[src/rtl/alarm_fsm.sv]
// Vehicle alarm controller: door/ignition driven Moore FSM with a one-second prescaler and countdown.
// Optional ARMED-state LED blink is built when ALARM_FSM_STATUS_BLINK_EN is defined.
module alarm_fsm #(
    parameter int unsigned CLK_HZ      = 27000000,
    parameter int unsigned T_ARM       = 6,
    parameter int unsigned T_DRIVER    = 8,
    parameter int unsigned T_PASSENGER = 15,
    parameter int unsigned T_ALARM     = 10
) (
    input  logic       clk,
    input  logic       reset,
    input  logic       ignition,
    input  logic       driver_door,
    input  logic       passenger_door,
    output logic       siren_on,
    output logic       status_led,
    output logic [2:0] state,
    output logic [3:0] seconds_left
);
    localparam int unsigned PW = (CLK_HZ > 1) ? $clog2(CLK_HZ) : 1;

    typedef enum logic [2:0] {
        ST_DISARMED       = 3'd0,
        ST_WAIT_CLOSE     = 3'd1,
        ST_ARM_DELAY      = 3'd2,
        ST_ARMED          = 3'd3,
        ST_TRIGGERED      = 3'd4,
        ST_SOUND_ALARM    = 3'd5,
        ST_WAIT_ALARM_END = 3'd6
    } state_t;

    state_t        state_q, state_d;
    logic [PW-1:0] presc_q, presc_d;
    logic [3:0]    secs_q, secs_d, secs_load;
    logic          siren_q, siren_d;
    logic          led_q, led_d;
    logic          tick, expire, changed, any_door;

    assign tick     = (presc_q == PW'(CLK_HZ - 1));
    assign expire   = tick && (secs_q == 4'd1);
    assign any_door = driver_door || passenger_door;

    always_comb begin
        state_d   = state_q;
        secs_load = 4'd0;
        case (state_q)
            ST_DISARMED:
                if (!ignition && driver_door) state_d = ST_WAIT_CLOSE;
            ST_WAIT_CLOSE:
                if (!any_door) begin
                    state_d   = ST_ARM_DELAY;
                    secs_load = 4'(T_ARM);
                end
            ST_ARM_DELAY:
                if (any_door)    state_d = ST_WAIT_CLOSE;
                else if (expire) state_d = ST_ARMED;
            ST_ARMED:
                // Driver delay takes precedence when both doors open together.
                if (driver_door) begin
                    state_d   = ST_TRIGGERED;
                    secs_load = 4'(T_DRIVER);
                end else if (passenger_door) begin
                    state_d   = ST_TRIGGERED;
                    secs_load = 4'(T_PASSENGER);
                end
            ST_TRIGGERED:
                if (expire) state_d = ST_SOUND_ALARM;
            ST_SOUND_ALARM:
                if (!any_door) begin
                    state_d   = ST_WAIT_ALARM_END;
                    secs_load = 4'(T_ALARM);
                end
            ST_WAIT_ALARM_END:
                if (any_door)    state_d = ST_SOUND_ALARM;
                else if (expire) state_d = ST_ARMED;
            default:
                state_d = ST_ARMED;
        endcase
        if (ignition && (state_q != ST_DISARMED)) begin
            state_d   = ST_DISARMED;
            secs_load = 4'd0;
        end
    end

    // A state change always restarts the one-second prescaler, even on a tick cycle.
    always_comb begin
        changed = (state_d != state_q);
        presc_d = (changed || tick) ? '0 : presc_q + 1'b1;
        if (changed)
            secs_d = secs_load;
        else if (tick && (secs_q != 4'd0))
            secs_d = secs_q - 4'd1;
        else
            secs_d = secs_q;
    end

    always_comb begin
        siren_d = (state_d == ST_SOUND_ALARM) || (state_d == ST_WAIT_ALARM_END);
        led_d   = 1'b0;
        case (state_d)
            ST_TRIGGERED, ST_SOUND_ALARM, ST_WAIT_ALARM_END:
                led_d = 1'b1;
            ST_ARMED: begin
`ifdef ALARM_FSM_STATUS_BLINK_EN
                if (changed)   led_d = 1'b0;
                else if (tick) led_d = ~led_q;
                else           led_d = led_q;
`else
                led_d = 1'b1;
`endif
            end
            default:
                led_d = 1'b0;
        endcase
    end

    always_ff @(posedge clk) begin
        if (reset) begin
            state_q <= ST_ARMED;
            presc_q <= '0;
            secs_q  <= 4'd0;
            siren_q <= 1'b0;
            led_q   <= 1'b0;
        end else begin
            state_q <= state_d;
            presc_q <= presc_d;
            secs_q  <= secs_d;
            siren_q <= siren_d;
            led_q   <= led_d;
        end
    end

    assign state        = state_q;
    assign seconds_left = secs_q;
    assign siren_on     = siren_q;
    assign status_led   = led_q;
endmodule
[config.mk]
export PLATFORM = sky130hd
export DESIGN_NAME = alarm_fsm
export DESIGN_NICKNAME = d
export VERILOG_FILES = /design/src/rtl/alarm_fsm.sv
export SDC_FILE = /design/constraint.sdc
export NUM_CORES = 1
export LEC_CHECK = 0
export ABC_CLOCK_PERIOD_IN_PS = 4800
export CORE_MARGIN = 4
export CORE_UTILIZATION = 45
export CTS_CLUSTER_SIZE = 10
export DETAILED_ROUTE_END_ITERATION = 6
export GPL_ROUTABILITY_DRIVEN = 0
export PLACE_DENSITY = 0.74
export SYNTH_ARGS = -nofsm -noshare
export SYNTH_HDL_FRONTEND = slang
export SYNTH_SLANG_ARGS = --single-unit
[constraint.sdc]
create_clock -name clk -period 4.8 [get_ports clk]
set_input_delay 0.72 -clock clk [delete_from_list [all_inputs] [get_ports clk]]
set_output_delay 0.72 -clock clk [all_outputs]
set_load 0.01 [all_outputs]
# ---- Yosys cells after proc, flatten, opt, wreduce, memory -nomap -nowiden
# Cells that the tools add are included.
dict set report word_totals {
  input_bits 5
  reg_bits 34
  elab_cells 54
  out_inout_bits 9
}
dict set report classes {
  reduce_logical 14
  n_mux 20
  n_addsub 2
  eq_ne 13
}
# op count
set ops {}
lappend ops {{3-bit two-way mux} 11}
lappend ops {{25-bit by 1-bit adder with 25-bit output (second input constant)} 1}
lappend ops {{25-bit equality test (second input constant)} 1}
lappend ops {{4-bit two-way mux} 6}
lappend ops {{3-bit case mux with 7 select lines} 1}
lappend ops {{3-bit equality test (second input constant)} 6}
lappend ops {{4-bit case mux with 3 select lines} 1}
lappend ops {{3-bit by 2-bit equality test with 1-bit output (second input constant)} 3}
lappend ops {{4-bit by 1-bit equality test with 1-bit output (second input constant)} 1}
lappend ops {{1-bit logical AND} 4}
lappend ops {{4-bit nonzero test} 1}
lappend ops {{4-bit OR reduction} 1}
lappend ops {{4-bit by 1-bit subtractor with 4-bit output (second input constant)} 1}
lappend ops {{3-bit by 1-bit equality test with 1-bit output (second input constant)} 1}
lappend ops {{3-bit logical NOT} 1}
lappend ops {{1-bit logical OR} 3}
lappend ops {{3-bit != test} 1}
lappend ops {{3-bit nonzero test} 1}
lappend ops {{2-bit nonzero test} 1}
lappend ops {{2-bit OR reduction} 1}
lappend ops {{1-bit logical NOT} 1}
lappend ops {{1-bit two-way mux} 1}

# ---- Longest topological paths before layout
# Gate-level depths: netlist of run 1.
dict set report logic_depth {
  ltp_word 9
  mapped_depth 8
  mapped_depth_nobuf 6
}

# ---- Worst setup path after synthesis of run 1
# No wires, ideal clock.
dict set report synth_timing {
  path_kind {input -> register}
  start {input passenger_door}
  end {register secs_q[0], in the netlist seconds_left[0]}
  stages 6
  path_slack_ns 2.585
  required_time_ns 4.738
  n_path_buf 1
  setup_ns 0.062
  arrival_time_ns 2.153
  path_cell_list {buf_4 -> nor2_1 -> a2111oi_1 -> nor2_1 -> or4b_1 -> nand3_1}
}
dict set report synth_between {
  elab_chain_len 6
  word_cells_on_any_way 16
  cone_classes {eq/ne: 1; mux: 13; reduce/logical: 2}
}
# element line
set synth_rtl {}
lappend synth_rtl {{start, declared} 14} ;# input logic passenger_door,
lappend synth_rtl {{3-bit two-way mux / 1-bit logical OR (equally long branches)} {62, 41}}
lappend synth_rtl {{3-bit two-way mux, on equally long branches} -}
lappend synth_rtl {{3-bit case mux with 7 select lines} 46} ;# case (state_q)
lappend synth_rtl {{3-bit two-way mux} 79} ;# if (ignition && (state_q != ST_DISARMED)) begin
lappend synth_rtl {{3-bit != test} 87} ;# changed = (state_d != state_q);
lappend synth_rtl {{4-bit two-way mux / 2-bit nonzero test (equally long branches)} -}
lappend synth_rtl {{end signal, assigned} 127} ;# secs_q <= secs_d;
lappend synth_rtl {{end, declared} 34} ;# logic [3:0] secs_q, secs_d, secs_load;
# Parallel ways exist; a longest one is shown, timed or not.
# A chain may end at the register's enable or synchronous reset.

# ---- Worst setup path in the final report of run 1
dict set report layout_timing {
  start {input passenger_door}
  end {register presc_q[7]}
}
dict set report layout_between {
  elab_chain_len 7
  word_cells_on_any_way 12
  cone_classes {eq/ne: 1; mux: 8; reduce/logical: 3}
}
# element line
set layout_rtl {}
lappend layout_rtl {{3-bit two-way mux / 1-bit logical OR (equally long branches)} {62, 41}}
lappend layout_rtl {{3-bit two-way mux, on equally long branches} -}
lappend layout_rtl {{3-bit case mux with 7 select lines *} 46}
lappend layout_rtl {{3-bit two-way mux *} 79}
lappend layout_rtl {{3-bit != test *} 87}
lappend layout_rtl {{1-bit logical OR *} 88} ;# presc_d = (changed || tick) ? '0 : presc_q + 1'b1;
lappend layout_rtl {{2-bit OR reduction (no line) *} -}
lappend layout_rtl {{end signal, assigned} 126} ;# presc_q <= presc_d;
lappend layout_rtl {{end, declared} 33} ;# logic [PW-1:0] presc_q, presc_d;
# Every way passes the cells marked *; elsewhere a longest branch is shown, timed or not.

==> impl_metrics.json, run 1 <==
{
  "final.setup.tns_ns": 0,
  "slew-limit-headroom_pct": 48.8,
  "dp_cells": 277,
  "crit_chain": "clkdlybuf4s50_1, nor2_1, a2111oi_1, o21a_1, nand2_1, a21oi_1",
  "num_vias": 1613,
  "die_h_um": 72.1,
  "clk_pin_slew_worst_paths_ns": 0.07,
  "final_common_cell": "nor2_1",
  "cts_buffers": 5,
  "core_area_um2": 4000,
  "cts_tree": "built",
  "die_w_um": 72.1,
  "post-route-cell-area_um2": 2080,
  "most-common-layout-cells": "39 x nor2_1, 34 x dfxtp_1, 15 x nand2_1, 15 x xnor2_1, 13 x clkdlybuf4s50_1",
  "status": "completed",
  "cts_root_buf": "clkbuf_8",
  "syn-num-nets": 232,
  "cts_repair_resize_count": 0,
  "dr.first_iter.drc_count": 50,
  "critical_path.slowest_cell": "clkdlybuf4s50_1",
  "layout.cells.non_filler": 285,
  "worst-path-buf-inv": 1,
  "powerDensity_nw_per_um2": 279,
  "grt_pass1_wl_mm": 6.82,
  "area_delta_synth_final_pct": 12.6,
  "viasPerCell": 5.66,
  "power_leakage_uw": 0.000657,
  "crit_fanout": 24,
  "timing.rr.end": "presc_q[7]$_SDFF_PP0_",
  "clk_path_buf_depth": 2,
  "r2r_cells": 5,
  "antenna_found_initial": 0,
  "cp.arrival_ns": 3.14,
  "r2r_slack_ns": 2.33,
  "setup_viol": 0,
  "drive_gt1_share_pct": 4.68,
  "ys_seq_elements": 34,
  "insertedDiodeCount": 0,
  "h-tree-depth": 2,
  "crit_type": "input pin to flop",
  "placed_area_um2": 1990,
  "slew_violations": 0,
  "rsz0062_at_grt": "no",
  "dp_hpwl_mm": 2.71,
  "postSynthCellCount": 224,
  "worstSetupPathDepth": 6,
  "final_nets": 242,
  "netlist_area_um2": 1850,
  "skew_ns": 0.00180,
  "grt_overflow": 0,
  "cpPeakStageDelay_ns": 0.66,
  "portBuffers": 13,
  "io_pins": 14,
  "synth.top_cell.area_share_pct": 36.8,
  "max-vdd-ir-drop_mv": 0.191,
  "synth_edf_count": 0,
  "fin_util_pct": 52.0,
  "cp-endpoint": "presc_q[7]$_SDFF_PP0_",
  "final_hold_viol_count": 0,
  "ys_types": 50,
  "clk_latency_ns": 0.28,
  "max_freq_ghz": 0.340,
  "row_count": 23,
  "synth.area.top_cells": "dfxtp_1 37%, nor2_1 7.9%, xnor2_1 7.1%",
  "initial_core_util_pct": 46.2,
  "avgSynthCellArea_um2": 8.26,
  "drtPass1Iterations": 4,
  "wire_per_inst_um": 13.4,
  "cts_setup_buffers": 0,
  "wirelength_mm": 3.83,
  "period_minus_slack_ns": 2.94,
  "fillers": 369,
  "tightest_slew_ns": 0.766,
  "async_flop_share_pct": 0,
  "maxCapViolations": 0,
  "yosysTopAreaCell": "dfxtp_1",
  "ys_seq_area_share_pct": 36.8,
  "required_ns": 5.00,
  "crit_family": "compound AO/OA/AOI/OAI gates",
  "startpoint": "passenger_door",
  "period_share_pct": 61.3,
  "grt_usage_pct": 16.2,
  "cts_sinks": 34,
  "hold_buffers": 0,
  "grt_start_max_net_pins": 25,
  "drcViolationCount": 0,
  "grt_pass1_vias": 1529,
  "dieArea_um2": 5200,
  "r2r-start": "state[1]$_SDFF_PP1_",
  "cp-start-kind": "input pin",
  "yosys_warnings": 0,
  "cp-end-kind": "flop",
  "yosys_most_used_dff": "dfxtp_1",
  "ant_nets": 0,
  "hp-class": "flop to flop"
}
[power by group]
group / switching [µW] / leakage, µW / internal, µW
combinational: 35.2 / 0.000334 / 29.6
clock: 100 / 0.0000482 / 116
sequential: 11.1 / 0.000275 / 288
total: 147 / 0.000657 / 433
[state kept, by name, indices dropped and copies added, names as in the netlist]
| name | flops |
|---|---|
| presc_q | 25 |
| seconds_left | 4 |
| state | 3 |
| siren_on | 1 |
| status_led | 1 |
[cell type report]
type | instances | area, µm² | share of cell area, %
multi-input combinational | 175 | 1100 | 52.8
clock inverter | 1 | 5.00 | 0.240
timing repair buffer | 13 | 130 | 6.25
clock buffer | 7 | 86.3 | 4.15
inverter | 5 | 18.8 | 0.901
sequential | 34 | 681 | 32.7
tap | 50 | 62.6 | 3.00
[layer usage]
metal  up-vias  global-route usage (%)  wire length (µm)
li1        828                       -                 -
met1       756                    22.2              1900
met2        24                    24.8              1750
met3         5                    3.88               133
met4         0                    6.05                47
met5         -                       0                 0
[cell usage after synthesis (all sizes together) (2+ instances only)]
library cell,n
a22o,2
and3,2
and2,2
and4,4
o21bai,2
a2111oi,2
nand2,16
dfxtp,34
nor4b,3
a221oi,2
nor3b,2
xor2,7
o21a,2
a21oi,3
inv,5
nor3,11
xnor2,15
nor4,3
or4b,2
ha,3
nand4,7
a22oi,2
o21ai,8
o211ai,2
buf,6
nor2,39
nand2b,2
or3,3
nand3,11
clkbuf,4
o31ai,2
and3b,2
nor4bb,2
[logic make-up after synthesis]
family | after synthesis | share of synthesized area [%]
AO/OA/AOI/OAI | 34 | 13.3
XOR/XNOR | 22 | 10.4
adder cells (fa/ha/maj) | 3 | 2.03
buffers and inverters | 15 | 3.79
flip-flops | 34 | 36.8
multiplexers | 1 | 0.541
AND/OR/NAND/NOR | 115 | 33.2
[per-stage QoR]
step | power [µW] | setup WS [ns] | hold slack (ns)
global placement | 369 | 1.64 | 0.459
global route | 602 | 1.58 | 0.509
CTS | 584 | 1.84 | 0.498
floorplan | 347 | 2.59 | 0.442
finish | 580 | 1.86 | 0.504
detailed placement | 369 | 1.55 | 0.474
[worst min-delay path by stage]
| stage | from | to | slack (ns) | depth (start not counted) |
|---|---|---|---|---|
| global placement | presc_q[0]$_SDFF_PP0_ | presc_q[0]$_SDFF_PP0_ | 0.46 | 1 |
| floorplan | presc_q[0]$_SDFF_PP0_ | presc_q[0]$_SDFF_PP0_ | 0.44 | 1 |
| CTS | presc_q[0]$_SDFF_PP0_ | presc_q[0]$_SDFF_PP0_ | 0.50 | 1 |
| finish | presc_q[0]$_SDFF_PP0_ | presc_q[0]$_SDFF_PP0_ | 0.50 | 1 |
| detailed placement | presc_q[0]$_SDFF_PP0_ | presc_q[0]$_SDFF_PP0_ | 0.47 | 1 |
| global route | presc_q[0]$_SDFF_PP0_ | presc_q[0]$_SDFF_PP0_ | 0.51 | 1 |
No activity file was read; power rests on OpenSTA's default activity.
==> run 2, diff against run 1 <==
--- a/config.mk
+++ b/config.mk
@@ -5,7 +5,7 @@
 export SDC_FILE = /design/constraint.sdc
 export NUM_CORES = 1
 export LEC_CHECK = 0
-export ABC_CLOCK_PERIOD_IN_PS = 4800
+export ABC_CLOCK_PERIOD_IN_PS = 3020
 export CORE_MARGIN = 4
 export CORE_UTILIZATION = 45
 export CTS_CLUSTER_SIZE = 10
==> constraint.sdc (replaced) <==
create_clock -name clk -period 3.02 [get_ports clk]
set_input_delay 0.453 -clock clk [delete_from_list [all_inputs] [get_ports clk]]
set_output_delay 0.453 -clock clk [all_outputs]
set_load 0.01 [all_outputs]
==> impl_metrics.json, run 2 (synthesis gave the netlist of run 1 again) <==
{
  "power_uw": 916,
  "path_common_cell": "nor2_1",
  "cp-start-kind": "input pin",
  "cts_repair_resize_count": 0,
  "seq_area_um2": 681,
  "setup_viol": 0,
  "period_share_pct": 80.2,
  "dp_hpwl_mm": 2.66,
  "cts_buffers": 5,
  "critical_path.slowest_cell": "a2111oi_1",
  "drive_gt1_share_pct": 5.88,
  "grt_pass1_vias": 1556,
  "row_count": 23,
  "h-tree-depth": 2,
  "clk_path_buf_depth": 2,
  "largest_reg_flops": 25,
  "core_area_um2": 4000,
  "top_register": "presc_q",
  "slew_violations": 0,
  "final_common_cell": "nor2_1",
  "most-common-layout-cells": "39 x nor2_1, 34 x dfxtp_1, 15 x nand2_1, 15 x xnor2_1, 13 x clkdlybuf4s50_1",
  "clk_pin_slew_worst_paths_ns": 0.07,
  "r2r_slack_ns": 0.77,
  "die_w_um": 72.1,
  "cts_root_buf": "clkbuf_8",
  "cts_tree": "built",
  "required_ns": 3.25,
  "crit_type": "input pin to flop",
  "skew_ns": 0.00495,
  "die_h_um": 72.1,
  "area_delta_synth_final_pct": 13.8,
  "drtPass1Iterations": 4,
  "hp-class": "flop to flop",
  "grt_pass1_wl_mm": 6.79,
  "grt_usage_pct": 16.4,
  "rsz0062_at_grt": "no",
  "num_vias": 1648,
  "cts_sinks": 34,
  "crit_family": "simple AND/OR/NAND/NOR gates",
  "slew-limit-headroom_pct": 58.1,
  "maxCapViolations": 0,
  "wirelength_mm": 3.73,
  "cp.arrival_ns": 2.65,
  "cts_setup_buffers": 0,
  "viasPerCell": 5.72,
  "dr.first_iter.drc_count": 131,
  "dieArea_um2": 5200,
  "max-vdd-ir-drop_mv": 0.260,
  "tightest_slew_ns": 0.628,
  "cpPeakStageDelay_ns": 0.64,
  "cp-end-kind": "flop",
  "final_nets": 245,
  "grt_overflow": 0,
  "antenna_found_initial": 0,
  "ant_nets": 0,
  "drcViolationCount": 0,
  "worst-path-buf-inv": 1,
  "crit_fanout": 10,
  "powerDensity_nw_per_um2": 435,
  "final.setup.tns_ns": 0,
  "final_hold_viol_count": 0,
  "hold_ws_ns": 0.479,
  "clk_latency_ns": 0.28,
  "power_leakage_uw": 0.000671,
  "status": "completed",
  "grt_start_max_net_pins": 25,
  "portBuffers": 13,
  "wire_per_inst_um": 13.0,
  "max_freq_ghz": 0.413,
  "hold_buffers": 0,
  "multi_input_area_um2": 1100,
  "crit_chain": "clkdlybuf4s50_1, nor2_1, a2111oi_1, nor2_1, or4b_1, nand3_1",
  "initial_core_util_pct": 46.2,
  "insertedDiodeCount": 0,
  "io_pins": 14,
  "period_minus_slack_ns": 2.42,
  "fillers": 387
}
==> run 2: path summary, 6_finish.rpt <==
| kind | start | end | depth (start not counted) |
|---|---|---|---|
| setup / recovery | driver_door | seconds_left[0]$_SDFFE_PP0P_ | 6 |
| hold / removal | presc_q[0]$_SDFF_PP0_ | presc_q[0]$_SDFF_PP0_ | 1 |
| setup reg to reg | state[1]$_SDFF_PP1_ | seconds_left[0]$_SDFFE_PP0P_ | 5 |
| hold reg to reg | presc_q[0]$_SDFF_PP0_ | presc_q[0]$_SDFF_PP0_ | 1 |
==> run 2: metal layers <==
layer / global-route usage, % / part of all wire [%] / up-vias
li1: - / - / 838
met5: 0 / 0 / -
met3: 6.37 / 4.4 / 6
met2: 24.9 / 45 / 32
met4: 6.47 / 1.9 / 0
met1: 20.8 / 48 / 772
==> run 2: area by class of cell <==
type | count | area share, %
timing repair buffer | 16 | 7.25
tap | 50 | 2.97
sequential | 34 | 32.3
inverter | 5 | 0.892
clock buffer | 7 | 4.10
multi-input combinational | 175 | 52.2
clock inverter | 1 | 0.238
==> run 2: worst reg2reg max path, cell delays in order, from the launching register on <==
cell	delay, ns
dfxtp_1	0.57
nand2b_1	0.16
a2111oi_1	0.66
nor2_1	0.19
or4b_1	0.54
nand3_1	0.09
==> run 2: stage by stage <==
step / setup WS, ns / area [µm²] / instances / util, %
floorplan: 1.07 / 1850 / 224 / -
CTS: 0.630 / 2100 / 288 / 52.6
global route: 0.454 / 2100 / 288 / 52.6
global placement: 0.412 / 2010 / 280 / 50.3
finish: 0.598 / 2100 / 288 / 52.6
detailed placement: 0.334 / 2010 / 280 / 50.3
==> run 2: power breakdown <==
part	switching, µW	internal (µW)
Sequential	17.1	458
Clock	152	184
Combinational	55.6	50.0
==> run 3, diff against run 2 <==
--- a/config.mk
+++ b/config.mk
@@ -5,7 +5,7 @@
 export SDC_FILE = /design/constraint.sdc
 export NUM_CORES = 1
 export LEC_CHECK = 0
-export ABC_CLOCK_PERIOD_IN_PS = 3020
+export ABC_CLOCK_PERIOD_IN_PS = 2290
 export CORE_MARGIN = 4
 export CORE_UTILIZATION = 45
 export CTS_CLUSTER_SIZE = 10
==> constraint.sdc (replaced) <==
create_clock -name clk -period 2.29 [get_ports clk]
set_input_delay 0.3435 -clock clk [delete_from_list [all_inputs] [get_ports clk]]
set_output_delay 0.3435 -clock clk [all_outputs]
set_load 0.01 [all_outputs]
==> impl_metrics.json, run 3 (synthesis gave the netlist of run 1 again) <==
{
  "status": "completed",
  "slew-limit-headroom_pct": 61.8,
  "area_delta_synth_final_pct": 20.8,
  "grt_pass1_wl_mm": 6.99,
  "max-vdd-ir-drop_mv": 0.424,
  "hold_ws_ns": 0.518,
  "slew_violations": 0,
  "clk_pin_slew_worst_paths_ns": 0.07,
  "most-common-layout-cells": "39 x nor2_1, 34 x dfxtp_1, 17 x buf_4",
  "cp-end-kind": "flop",
  "tightest_slew_ns": 0.571,
  "crit_fanout": 7,
  "dpl_worst_slack_ns": 0.0387,
  "cts_sinks": 34,
  "antenna_found_initial": 0,
  "clk_path_buf_depth": 2,
  "maxCapViolations": 0,
  "die_w_um": 72.1,
  "grt_start_max_net_pins": 16,
  "fin_ws_ns": 0.239,
  "final_hold_viol_count": 0,
  "rsz0062_at_grt": "no",
  "final_nets": 260,
  "insertedDiodeCount": 0,
  "grt_overflow": 0,
  "r2r_slack_ns": 0.24,
  "clk_latency_ns": 0.29,
  "drcViolationCount": 0,
  "viasPerCell": 5.55,
  "pwr-share-clk_pct": 36.9,
  "grt_usage_pct": 16.5,
  "period_minus_slack_ns": 2.05,
  "period_share_pct": 89.6,
  "drive_gt1_share_pct": 11.9,
  "grt_pass1_vias": 1598,
  "final_common_cell": "nor2_1",
  "swShare_pct": 25.7,
  "cp-start-kind": "flop",
  "skew_ns": 0.00507,
  "dp_hpwl_mm": 2.91,
  "h-tree-depth": 2,
  "row_count": 23,
  "fillers": 364,
  "hold_buffers": 0,
  "dr.first_iter.drc_count": 89,
  "cp.arrival_ns": 2.28,
  "cts_tree": "built",
  "final.setup.tns_ns": 0,
  "crit_type": "flop to flop",
  "die_h_um": 72.1,
  "wirelength_mm": 3.81,
  "num_vias": 1683,
  "io_pins": 14,
  "setup_viol": 0,
  "power_switching_uw": 324,
  "initial_core_util_pct": 46.2,
  "seqPwrFrac_pct": 49.1,
  "dieArea_um2": 5200,
  "max_freq_ghz": 0.488,
  "cts_buffers": 5,
  "top_register": "presc_q",
  "power_leakage_uw": 0.000749,
  "pwr-share-comb_pct": 14.0,
  "largest_reg_flops": 25,
  "drtPass1Iterations": 4,
  "wire_per_inst_um": 12.6,
  "required_ns": 2.52,
  "portBuffers": 13,
  "powerDensity_nw_per_um2": 564,
  "core_area_um2": 4000,
  "cts_setup_buffers": 0,
  "power.internal_uw": 935,
  "hp-class": "flop to flop",
  "cts_repair_resize_count": 0,
  "cts_root_buf": "clkbuf_8",
  "ant_nets": 0
}
run 3: cell types whose count changed in the layout (fill, tap and decap cells not counted):
cell	delta
buf_12	+1
clkinvlp_4	+1
clkbuf_1	-1
buf_4	+14
run 3: layer usage:
layer  vias to the layer above  routed length, µm  global-route usage [%]
met1                       785               1940                    22.7
met2                        22               1700                    25.4
met4                         0                 46                    6.26
met5                         -                  0                       0
li1                        871                  -                       -
met3                         5                123                    3.19
run 3: layout make-up:
type	instances	area, µm²	share of cell area, %
sequential	34	681	30.5
tap	50	62.6	2.80
clock inverter	2	12.5	0.560
clock buffer	6	82.6	3.70
multi-input combinational	175	1100	49.2
inverter	5	18.8	0.840
timing repair buffer	31	278	12.4
run 3: power groups by stage:
stage,combinational [µW],sequential (µW),clock (µW)
floorplan,93.2,633,0
global placement,176,632,0
detailed placement,176,632,0
CTS,177,619,474
global route,196,622,490
finish,176,619,464
run 3: critical path, cell delays in order (launching register included):
cell and delay, ns:
dfxtp_1 0.37, ha_1 0.22, and2_1 0.22, nand2_2 0.11
or3b_1 0.49, or4_1 0.50, nand3_1 0.09
run 3: stage by stage:
step / cell area (µm²) / power, µW / cells / util, %
floorplan: 1850 / 727 / 224 / -
global placement: 2140 / 808 / 295 / 53.5
detailed placement: 2140 / 808 / 295 / 53.5
CTS: 2230 / 1270 / 303 / 55.8
global route: 2230 / 1310 / 303 / 55.8
finish: 2230 / 1260 / 303 / 55.8
run 3: final timing paths:
check                                       startpoint  cells after the start                      endpoint
worst max-delay path             presc_q[1]$_SDFF_PP0_                      6  seconds_left[1]$_SDFFE_PP0P_
worst min-delay path            presc_q[13]$_SDFF_PP0_                      2        presc_q[13]$_SDFF_PP0_
worst max register to register   presc_q[1]$_SDFF_PP0_                      6  seconds_left[1]$_SDFFE_PP0P_
worst min register to register  presc_q[13]$_SDFF_PP0_                      2        presc_q[13]$_SDFF_PP0_
